==> config.mk <==
export PLATFORM = sky130hd
export DESIGN_NAME = wb_arbiter
export DESIGN_NICKNAME = d
export VERILOG_FILES = /design/src/rtl/wb_pkg.sv /design/src/rtl/wb_fifo.sv /design/src/rtl/wb_arbiter.sv
export SDC_FILE = /design/constraint.sdc
export NUM_CORES = 1
export LEC_CHECK = 0
export CAP_MARGIN = 20
export CORE_ASPECT_RATIO = 0.75
export CORE_UTILIZATION = 58
export DETAILED_ROUTE_END_ITERATION = 8
export PLACE_DENSITY = 0.87
export SLEW_MARGIN = 10
export SYNTH_ARGS = -nofsm -noshare
export SYNTH_HDL_FRONTEND = slang
export SYNTH_SLANG_ARGS = --single-unit
==> constraint.sdc <==
create_clock -name clk -period 6.6 [get_ports clk]
set_input_delay 0.99 -clock clk [delete_from_list [all_inputs] [get_ports clk]]
set_output_delay 0.99 -clock clk [all_outputs]
set_load 0.05 [all_outputs]
==> src/rtl/wb_pkg.sv <==
// Shared types and sizing for the writeback arbiter and its long-latency FIFO.
package wb_pkg;

   localparam int unsigned WB_DEPTH = 4;
   localparam int unsigned REG_W    = 5;
   localparam int unsigned DATA_W   = 32;
   localparam int unsigned NREGS    = 2 ** REG_W;
   localparam int unsigned WB_PTR_W = $clog2(WB_DEPTH);
   localparam int unsigned WB_CNT_W = WB_PTR_W + 1;

   // One queued long-latency result; live=0 means accepted but never written.
   typedef struct packed {
      logic              live;
      logic [REG_W-1:0]  rd;
      logic [DATA_W-1:0] data;
   } wb_entry_t;

   // Pointer width for a power-of-two FIFO depth.
   function automatic int unsigned ptr_w(input int unsigned depth);
      return $clog2(depth);
   endfunction

endpackage

==> src/rtl/wb_fifo.sv <==
// Circular buffer of long-latency results with kill-by-rd and a pending bitmap.
module wb_fifo
   import wb_pkg::*;
#(
   parameter int unsigned DEPTH = WB_DEPTH
) (
   input  logic                 clk,
   input  logic                 n_rst,
   input  logic                 push,
   input  wb_entry_t            push_entry,
   input  logic                 pop,
   input  logic [1:0]           kill_en,
   input  logic [2*REG_W-1:0]   kill_rd,
   output wb_entry_t            head_c,
   output logic                 empty_c,
   output logic                 full_c,
   output logic [NREGS-1:0]     pending_c
);

   localparam int unsigned PTR_W = ptr_w(DEPTH);
   localparam int unsigned CNT_W = PTR_W + 1;

   wb_entry_t          mem [DEPTH];
   logic [PTR_W-1:0]   wr_ptr;
   logic [PTR_W-1:0]   rd_ptr;
   logic [CNT_W-1:0]   count;
   logic [DEPTH-1:0]   kill_c;

   // Per-slot kill: a live slot dies when an active lane writes the same rd.
   always_comb begin
      kill_c = '0;
      for (int i = 0; i < DEPTH; i++) begin
         kill_c[i] = mem[i].live &&
                     ((kill_en[0] && (mem[i].rd == kill_rd[REG_W-1:0])) ||
                      (kill_en[1] && (mem[i].rd == kill_rd[2*REG_W-1:REG_W])));
      end
   end

   // Storage, pointers and occupancy; popped slots are left dead.
   always_ff @(posedge clk or negedge n_rst) begin
      if (!n_rst) begin
         wr_ptr <= '0;
         rd_ptr <= '0;
         count  <= '0;
         for (int i = 0; i < DEPTH; i++) begin
            mem[i] <= '0;
         end
      end else begin
         for (int i = 0; i < DEPTH; i++) begin
            if (kill_c[i] || (pop && (rd_ptr == PTR_W'(i)))) begin
               mem[i].live <= 1'b0;
            end
         end
         if (push) begin
            mem[wr_ptr] <= push_entry;
            wr_ptr      <= wr_ptr + PTR_W'(1);
         end
         if (pop) begin
            rd_ptr <= rd_ptr + PTR_W'(1);
         end
         count <= count + CNT_W'(push) - CNT_W'(pop);
      end
   end

   assign head_c  = mem[rd_ptr];
   assign empty_c = (count == '0);
   assign full_c  = (count == CNT_W'(DEPTH));

   // Registers still owed a write by a live queued entry; x0 never pending.
   always_comb begin
      pending_c = '0;
      for (int i = 0; i < DEPTH; i++) begin
         if (mem[i].live) begin
            pending_c[mem[i].rd] = 1'b1;
         end
      end
      pending_c[0] = 1'b0;
   end

endmodule

==> src/rtl/wb_arbiter.sv <==
// Merges two ALU lanes and queued long-latency results onto two register-file write ports.
module wb_arbiter
   import wb_pkg::*;
#(
   parameter int unsigned DEPTH = WB_DEPTH
) (
   input  logic              clk,
   input  logic              n_rst,
   input  logic              en,
   input  logic              alu0_valid,
   input  logic [REG_W-1:0]  alu0_rd,
   input  logic [DATA_W-1:0] alu0_data,
   input  logic              alu1_valid,
   input  logic [REG_W-1:0]  alu1_rd,
   input  logic [DATA_W-1:0] alu1_data,
   input  logic              ll_valid,
   output logic              ll_ready,
   input  logic [REG_W-1:0]  ll_rd,
   input  logic [DATA_W-1:0] ll_data,
   output logic              reg_write,
   output logic [REG_W-1:0]  regd,
   output logic [DATA_W-1:0] write_data,
   output logic              reg_write2,
   output logic [REG_W-1:0]  regd2,
   output logic [DATA_W-1:0] write_data2,
   output logic [NREGS-1:0]  pending
);

   logic              lane0_act_c;
   logic              lane1_act_c;
   logic              ll_hit_c;
   logic              head_hit_c;
   logic              head_live_c;
   logic              issue1_c;
   logic              issue2_c;
   logic              pop_c;
   logic              push_c;
   logic              empty_c;
   logic              full_c;
   wb_entry_t         head_c;
   wb_entry_t         push_entry_c;
   logic [NREGS-1:0]  pending_c;

   logic              we1_nxt;
   logic [REG_W-1:0]  rd1_nxt;
   logic [DATA_W-1:0] d1_nxt;
   logic              we2_nxt;
   logic [REG_W-1:0]  rd2_nxt;
   logic [DATA_W-1:0] d2_nxt;

   // Lane activity, WAW hits, head disposition and next port contents.
   always_comb begin
      lane0_act_c = alu0_valid && (alu0_rd != '0);
      lane1_act_c = alu1_valid && (alu1_rd != '0);

      ll_hit_c   = en && ((lane0_act_c && (ll_rd == alu0_rd)) ||
                          (lane1_act_c && (ll_rd == alu1_rd)));
      head_hit_c = (lane0_act_c && (head_c.rd == alu0_rd)) ||
                   (lane1_act_c && (head_c.rd == alu1_rd));

      head_live_c = !empty_c && head_c.live && !head_hit_c;
      issue1_c    = head_live_c && !lane0_act_c;
      issue2_c    = head_live_c && lane0_act_c && !lane1_act_c;
      // Dead or just-killed heads leave without consuming a port.
      pop_c       = en && !empty_c && (!head_live_c || issue1_c || issue2_c);
      push_c      = ll_valid && !full_c;

      push_entry_c.live = (ll_rd != '0) && !ll_hit_c;
      push_entry_c.rd   = ll_rd;
      push_entry_c.data = ll_data;

      we1_nxt = 1'b0;
      rd1_nxt = '0;
      d1_nxt  = '0;
      we2_nxt = 1'b0;
      rd2_nxt = '0;
      d2_nxt  = '0;
      if (lane0_act_c) begin
         we1_nxt = 1'b1;
         rd1_nxt = alu0_rd;
         d1_nxt  = alu0_data;
      end else if (issue1_c) begin
         we1_nxt = 1'b1;
         rd1_nxt = head_c.rd;
         d1_nxt  = head_c.data;
      end
      if (lane1_act_c) begin
         we2_nxt = 1'b1;
         rd2_nxt = alu1_rd;
         d2_nxt  = alu1_data;
      end else if (issue2_c) begin
         we2_nxt = 1'b1;
         rd2_nxt = head_c.rd;
         d2_nxt  = head_c.data;
      end
   end

   // Write-port registers advance only with the pipeline.
   always_ff @(posedge clk or negedge n_rst) begin
      if (!n_rst) begin
         reg_write   <= 1'b0;
         regd        <= '0;
         write_data  <= '0;
         reg_write2  <= 1'b0;
         regd2       <= '0;
         write_data2 <= '0;
      end else if (en) begin
         reg_write   <= we1_nxt;
         regd        <= rd1_nxt;
         write_data  <= d1_nxt;
         reg_write2  <= we2_nxt;
         regd2       <= rd2_nxt;
         write_data2 <= d2_nxt;
      end
   end

   wb_fifo #(.DEPTH(DEPTH)) u_fifo (
      .clk        (clk),
      .n_rst      (n_rst),
      .push       (push_c),
      .push_entry (push_entry_c),
      .pop        (pop_c),
      .kill_en    ({en && lane1_act_c, en && lane0_act_c}),
      .kill_rd    ({alu1_rd, alu0_rd}),
      .head_c     (head_c),
      .empty_c    (empty_c),
      .full_c     (full_c),
      .pending_c  (pending_c)
   );

   assign ll_ready = !full_c;
   assign pending  = pending_c;

endmodule

==> results.sh, run 1 <==
export IMPL_hold_class="in -> async"
export IMPL_clk_latency_ns=0.51
export IMPL_slowest_stage="clkdlybuf4s50_1"
export IMPL_stdcell_count=1514
export IMPL_hold_violations=0
export IMPL_rsz0062_at_grt="no"
export IMPL_power_density_nw_per_um2=481.0
export IMPL_dp_hpwl_microns=23780
export IMPL_synthArstFlopShare_pct=100.0
export IMPL_cp_end_kind="register"
export IMPL_drive_above_1_share_pct=23.33
export IMPL_maxSlewViolCount=0
export IMPL_io_buffers=224
export IMPL_detail_route_antenna_nets=0
export IMPL_ir_drop_mv=0.2646
export IMPL_drt_initial_drc_count=940
export IMPL_ctsHoldBuffers=0
export IMPL_die_area_sq_um=22250
export IMPL_synth_most_common_cell="dfrtp_1"
export IMPL_critPathRequiredTime_ns=6.98
export IMPL_netlist_instances=1056
export IMPL_vias=9823
export IMPL_syn_avg_cell_area_sq_um=11.89
export IMPL_core_sq_um=21180
export IMPL_synth_edf_count=0
export IMPL_start_util_pct=59.30
export IMPL_drcViolationCount=0
export IMPL_drtPass1Iterations=5
export IMPL_grt_use_met2_pct=48.79
export IMPL_grt_max_degree=134
export IMPL_worstSetupPathType="in -> reg"
export IMPL_outcome="complete, no violations"
export IMPL_synthTopCellsByCount="235 x dfrtp_1, 148 x mux2_2, 91 x nor2_1, 72 x a21oi_1, 55 x a22oi_1"
export IMPL_grt_pass1_wl_microns=54000
export IMPL_tightestPinTransition_ns=1.032
export IMPL_path_delay_family="buffers and inverters"
export IMPL_cts_resized=0
export IMPL_synthesis_nets=1184
export IMPL_ys_seq_elements=235
export IMPL_worst_path_max_fanout=35
export IMPL_grt_busiest_layer="met2"
export IMPL_fp_dieH_microns=129.4
export IMPL_final_setup_viol_count=0
export IMPL_skew_ns=0.01911
export IMPL_wl_microns=34930
export IMPL_cts_buffers=22
export IMPL_dp_cells=1476
export IMPL_fillCellCount=1445
export IMPL_h_tree_depth=1
export IMPL_num_rows=46
export IMPL_overflow=0
export IMPL_worst_path_largest_cell_delay_ns=0.76
export IMPL_fin_nets=1340
export IMPL_start_kind="input port"
export IMPL_pin_count=226
export IMPL_setup_tns_ns=0
export IMPL_cts_root_buf="clkbuf_16"
export IMPL_tritoncts="done"
export IMPL_clockBufferDepth=3
export IMPL_fp_dieW_microns=171.9
export IMPL_max_clock_freq_mhz=240.7
export IMPL_via_per_inst=6.488
export IMPL_diodes=0
export IMPL_multi_input_area_sq_um=6090
export IMPL_regArea_sq_um=5883
export IMPL_synth_top_cell_area_share_pct=46.82
export IMPL_synth_warnings=0
export IMPL_max_cap_violations=0
export IMPL_ys_dominant_reg_cell="dfrtp_1"
export IMPL_path_buf_inv=4
export IMPL_utilization_pct=73.08
export IMPL_power_leakage_nw=6.112
export IMPL_period_share_pct=62.96
export IMPL_post_cts_setup_buffer_count=0
export IMPL_first_global_vias=9772
export IMPL_gp_congestion=0.9529
export IMPL_syn_to_final_growth_pct=23.23
export IMPL_drt_wirelength_per_cell_microns=23.07
export IMPL_rr_worst_depth=12
export IMPL_post_route_min_period_ns=4.155
export IMPL_netlist_area_sq_um=12560
export IMPL_synth_area_leader_cell="dfrtp_1"
export IMPL_cp_depth=13
export IMPL_grt_use_met3_pct=7.056
export IMPL_yosysSeqAreaShare_pct=46.82
export IMPL_ys_top_cells_by_area="dfrtp_1 47%, mux2_2 13%, mux4_2 6.5%, a22oi_1 3.3%, a22oi_2 3.0%"
export IMPL_slew_headroom_pct=31.19
export IMPL_cts_sink_count=235
export IMPL_track_usage_pct=31.42
export IMPL_crit_arrival_ns=4.53
export IMPL_path_cells="clkdlybuf4s50_1, or4_4, o21a_2, buf_4, o211ai_1, o21ai_1, inv_1, ha_1, inv_1, ha_1, fa_1, xor2_1, xnor2_1"
export IMPL_antenna_found_initial=1
export IMPL_clk_pin_slew_worst_paths_ns=0.06
export IMPL_netlist_cell_type_count=53
export IMPL_use_met1_pct=45.75
-- cells by family after synthesis --
family / share of synthesized area [%]
AOI/OAI and AO/OA: 14.43
xor gates and xnor gates: 4.522
adders and majority gates: 1.155
buffers and inverters: 4.881
DFF: 46.82
muxes: 20.21
other: 0.02985
and+or+nand+nor: 7.949
-- power by group --
part,internal (mW),switching (mW)
combinational,1.60,1.84
sequential,2.03,0.662
clock,0.789,0.530
total,4.42,3.03
-- per-stage QoR --
step / setup slack, ns / instance area (sq um) / power, mW / hold WS [ns]
final: 2.445 / 15480 / 7.446 / 0.4794
after global routing: 2.323 / 15480 / 7.787 / 0.5166
after CTS: 2.500 / 15480 / 7.417 / 0.5021
after detailed placement: 1.968 / 14730 / 6.064 / 0.4878
after global placement: 2.142 / 14730 / 5.944 / 0.4820
after floorplan: 3.178 / 12560 / 5.068 / 0.4540
-- area by class of cell --
class	instances	area share (%)
well taps	288	2.328
multi-input cells	705	39.34
clock buffers	33	4.147
flip-flops and latches	235	38.01
inverters	12	0.2910
clock inverters	5	0.7194
repair buffers	236	15.16
-- final timing paths --
kind,start,endpoint,slack [ns]
hold / removal,n_rst,regd[4],0.48
max in group asynchronous,n_rst,async pin,4.93
setup / recovery,alu0_rd[2],u_fifo.count[2],2.44
hold reg to reg,register,register,0.50
min in group clk,register,register,0.50
setup reg to reg,u_fifo.rd_ptr[0],u_fifo.count[2],2.60
-- cells in the final DEF (no fill, tap or decap), types with 6 or more instances in the layout --
| master | synthesis | layout |
|---|---|---|
| dfrtp_1 | 235 | 233 |
| clkdlybuf4s50_1 | 0 | 222 |
| mux2_2 | 148 | 148 |
| nor2_1 | 91 | 91 |
| a21oi_1 | 72 | 72 |
| a22oi_1 | 55 | 55 |
| xnor2_1 | 40 | 40 |
| mux4_2 | 36 | 36 |
| a22oi_2 | 30 | 30 |
| nand2_1 | 25 | 25 |
| xor2_1 | 23 | 23 |
| clkbuf_16 | 0 | 22 |
| nand3_1 | 24 | 20 |
| o221ai_1 | 16 | 16 |
| o22ai_1 | 15 | 15 |
| a221o_1 | 15 | 15 |
| inv_1 | 12 | 12 |
| buf_4 | 9 | 12 |
| o21ai_0 | 11 | 11 |
| nand3b_1 | 10 | 10 |
| nor3b_1 | 10 | 10 |
| ha_1 | 10 | 10 |
| o41ai_1 | 8 | 8 |
| or3b_2 | 7 | 7 |
| and3_1 | 6 | 6 |
| clkbuf_1 | 51 | 6 |
-- layer usage --
| layer | vias up | routed length, microns |
|---|---|---|
| met5 | - | 11 |
| met4 | 2 | 635 |
| met3 | 71 | 3545 |
| met2 | 535 | 15840 |
| met1 | 4994 | 14890 |
| li1 | 4221 | - |
No activity file was read; power rests on OpenSTA's default activity.
==> inputs of run 2 (changes only) <==
- CORE_UTILIZATION: 58 -> 48
- PLACE_DENSITY: 0.87 -> 0.77
- clock period: 6.6 -> 3.5 ns (I/O delays scaled with it)
==> run 2 against run 1 <==
Compared with the run above: critical path depth is 9 lower; critical path type is now reg -> out; via count up 0.23%; highest routed layer is now met4; die area grew 21%; total power increased by 93%.
==> results.sh, run 2 (synthesized netlist as in run 1, its figures left out) <==
export IMPL_outcome="complete, no violations"
export IMPL_p_comb_share_pct=51.1
export IMPL_max_cap_violations=0
export IMPL_grt_busiest_layer="met2"
export IMPL_setup_tns_ns=0
export IMPL_syn_to_final_growth_pct=27.03
export IMPL_cts_sink_count=235
export IMPL_track_usage_pct=27.55
export IMPL_power_frac_seq_pct=31.4
export IMPL_p_switching_mw=5.788
export IMPL_detail_route_antenna_nets=0
export IMPL_power_internal_mw=8.587
export IMPL_core_sq_um=25340
export IMPL_gp_congestion=0.9879
export IMPL_grt_pass1_wl_microns=57530
export IMPL_layout_common_cells="233 x dfrtp_1, 222 x clkdlybuf4s50_1, 148 x mux2_2"
export IMPL_drt_initial_drc_count=865
export IMPL_h_tree_depth=1
export IMPL_hold_violations=0
export IMPL_period_share_pct=96.44
export IMPL_post_route_min_period_ns=3.376
export IMPL_fp_dieW_microns=188.8
export IMPL_use_met1_pct=40.13
export IMPL_max_clock_freq_mhz=296.2
export IMPL_dp_hpwl_microns=25110
export IMPL_rsz0062_at_grt="no"
export IMPL_timing_rr_end="u_fifo.count[2]"
export IMPL_grt_max_degree=155
export IMPL_grt_use_met2_pct=42.38
export IMPL_drive_above_1_share_pct=26.39
export IMPL_start_util_pct=49.58
export IMPL_fin_nets=1386
export IMPL_start_kind="register"
export IMPL_final_setup_viol_count=0
export IMPL_overflow=0
export IMPL_grt_use_met3_pct=6.460
export IMPL_cp_end_kind="output port"
export IMPL_wl_microns=36550
export IMPL_total_power_mw=14.38
export IMPL_vias=9846
export IMPL_slew_headroom_pct=49.37
export IMPL_power_density_nw_per_um2=900.9
export IMPL_switching_share_pct=40.26
export IMPL_post_place_ws_ns=0.1195
export IMPL_num_rows=50
export IMPL_drcViolationCount=0
export IMPL_critPathRequiredTime_ns=2.97
export IMPL_hold_class="in -> async"
export IMPL_fin_ws_ns=0.1245
export IMPL_ir_drop_mv=0.4315
export IMPL_worstSetupPathType="reg -> out"
export IMPL_io_buffers=224
export IMPL_rrSetupSlack_ns=0.21
export IMPL_via_per_inst=6.112
export IMPL_pin_count=226
export IMPL_maxSlewViolCount=0
export IMPL_cts_root_buf="clkbuf_16"
export IMPL_final_common_cell="dfrtp_1"
export IMPL_diodes=0
export IMPL_worst_path_max_fanout=11
export IMPL_drt_wirelength_per_cell_microns=22.69
export IMPL_clk_pin_slew_worst_paths_ns=0.06
export IMPL_clockBufferDepth=3
export IMPL_cts_buffers=23
export IMPL_crit_end="pending[28]"
export IMPL_antenna_found_initial=0
export IMPL_rr_worst_depth=12
export IMPL_tightestPinTransition_ns=0.7595
export IMPL_first_global_vias=10120
export IMPL_die_area_sq_um=26830
export IMPL_pwr_share_clk_pct=17.5
export IMPL_tritoncts="done"
export IMPL_clk_latency_ns=0.52
export IMPL_r2r_start="u_fifo.rd_ptr[0]"
export IMPL_crit_arrival_ns=2.85
export IMPL_skew_ns=0.02393
export IMPL_fp_dieH_microns=142.1
export IMPL_ctsHoldBuffers=0
export IMPL_power_leakage_nw=6.366
export IMPL_drtPass1Iterations=6
export IMPL_fillCellCount=2041
## run 2: cell count changes in the layout (fill, tap and decap cells not counted), moves of 2 or more
cell      previous run  this run
clkbuf_1             6         4
clkinv_2             1         4
buf_12               1         6
buf_4               12        52
## run 2: critical path: stages, from the launching register on
cell,delay [ns]
dfrtp_1,0.38
buf_4,0.18
or3b_2,0.58
o221ai_1,0.32
clkdlybuf4s50_1,0.86
## run 2: layer usage
metal  up-vias  wire [microns]
li1       4321               -
met1      5001           16520
met2       477           16310
met3        47            3207
met4         0             514
met5         -               0
## run 2: stage by stage
| step | hold WS (ns) | util, % | std cells | instance area (sq um) |
|---|---|---|---|---|
| floorplan | 0.2294 | - | 1056 | 12560 |
| global placement | 0.4822 | 59.95 | 1571 | 15190 |
| detailed placement | 0.4870 | 59.95 | 1571 | 15190 |
| CTS | 0.08673 | 62.95 | 1611 | 15950 |
| global route | 0.1178 | 62.98 | 1611 | 15960 |
| finish | 0.04926 | 62.98 | 1611 | 15960 |
## run 2: timing repair
action                                  in CTS  in global routing
resized for setup                            0                  2
endpoints found under the setup margin       0                  1
setup buffers                                0                  0
## run 2: power by group through the flow
| stage | registers [mW] | logic (mW) | clock network (mW) |
|---|---|---|---|
| 4_1_cts | 4.50 | 7.29 | 2.56 |
| 3_5_place_dp | 4.53 | 7.25 | 0 |
| 5_1_grt | 4.65 | 7.78 | 2.67 |
| 2_1_floorplan | 4.94 | 4.62 | 0 |
| 6_report | 4.52 | 7.35 | 2.51 |
| 3_3_place_gp | 4.48 | 7.13 | 0 |
## run 2: area by class of cell
cell class / instances / area [sq um] / area share [%]
inverters: 12 / 45.04 / 0.2823
multi-input cells: 705 / 6093 / 38.19
flip-flops and latches: 235 / 5886 / 36.89
well taps: 338 / 422.9 / 2.650
clock inverters: 7 / 88.84 / 0.5567
repair buffers: 281 / 2748 / 17.22
clock buffers: 33 / 673.1 / 4.219
## run 2: worst min-delay path by stage
| stage | startpoint | end | slack [ns] | cells after the start |
|---|---|---|---|---|
| finish | n_rst | async pin | 0.05 | 1 |
| global route | n_rst | async pin | 0.12 | 1 |
| CTS | n_rst | regd[1] | 0.09 | 1 |
| detailed placement | register | register | 0.49 | 1 |
| global placement | register | register | 0.48 | 1 |
| floorplan | n_rst | async pin | 0.23 | 0 |
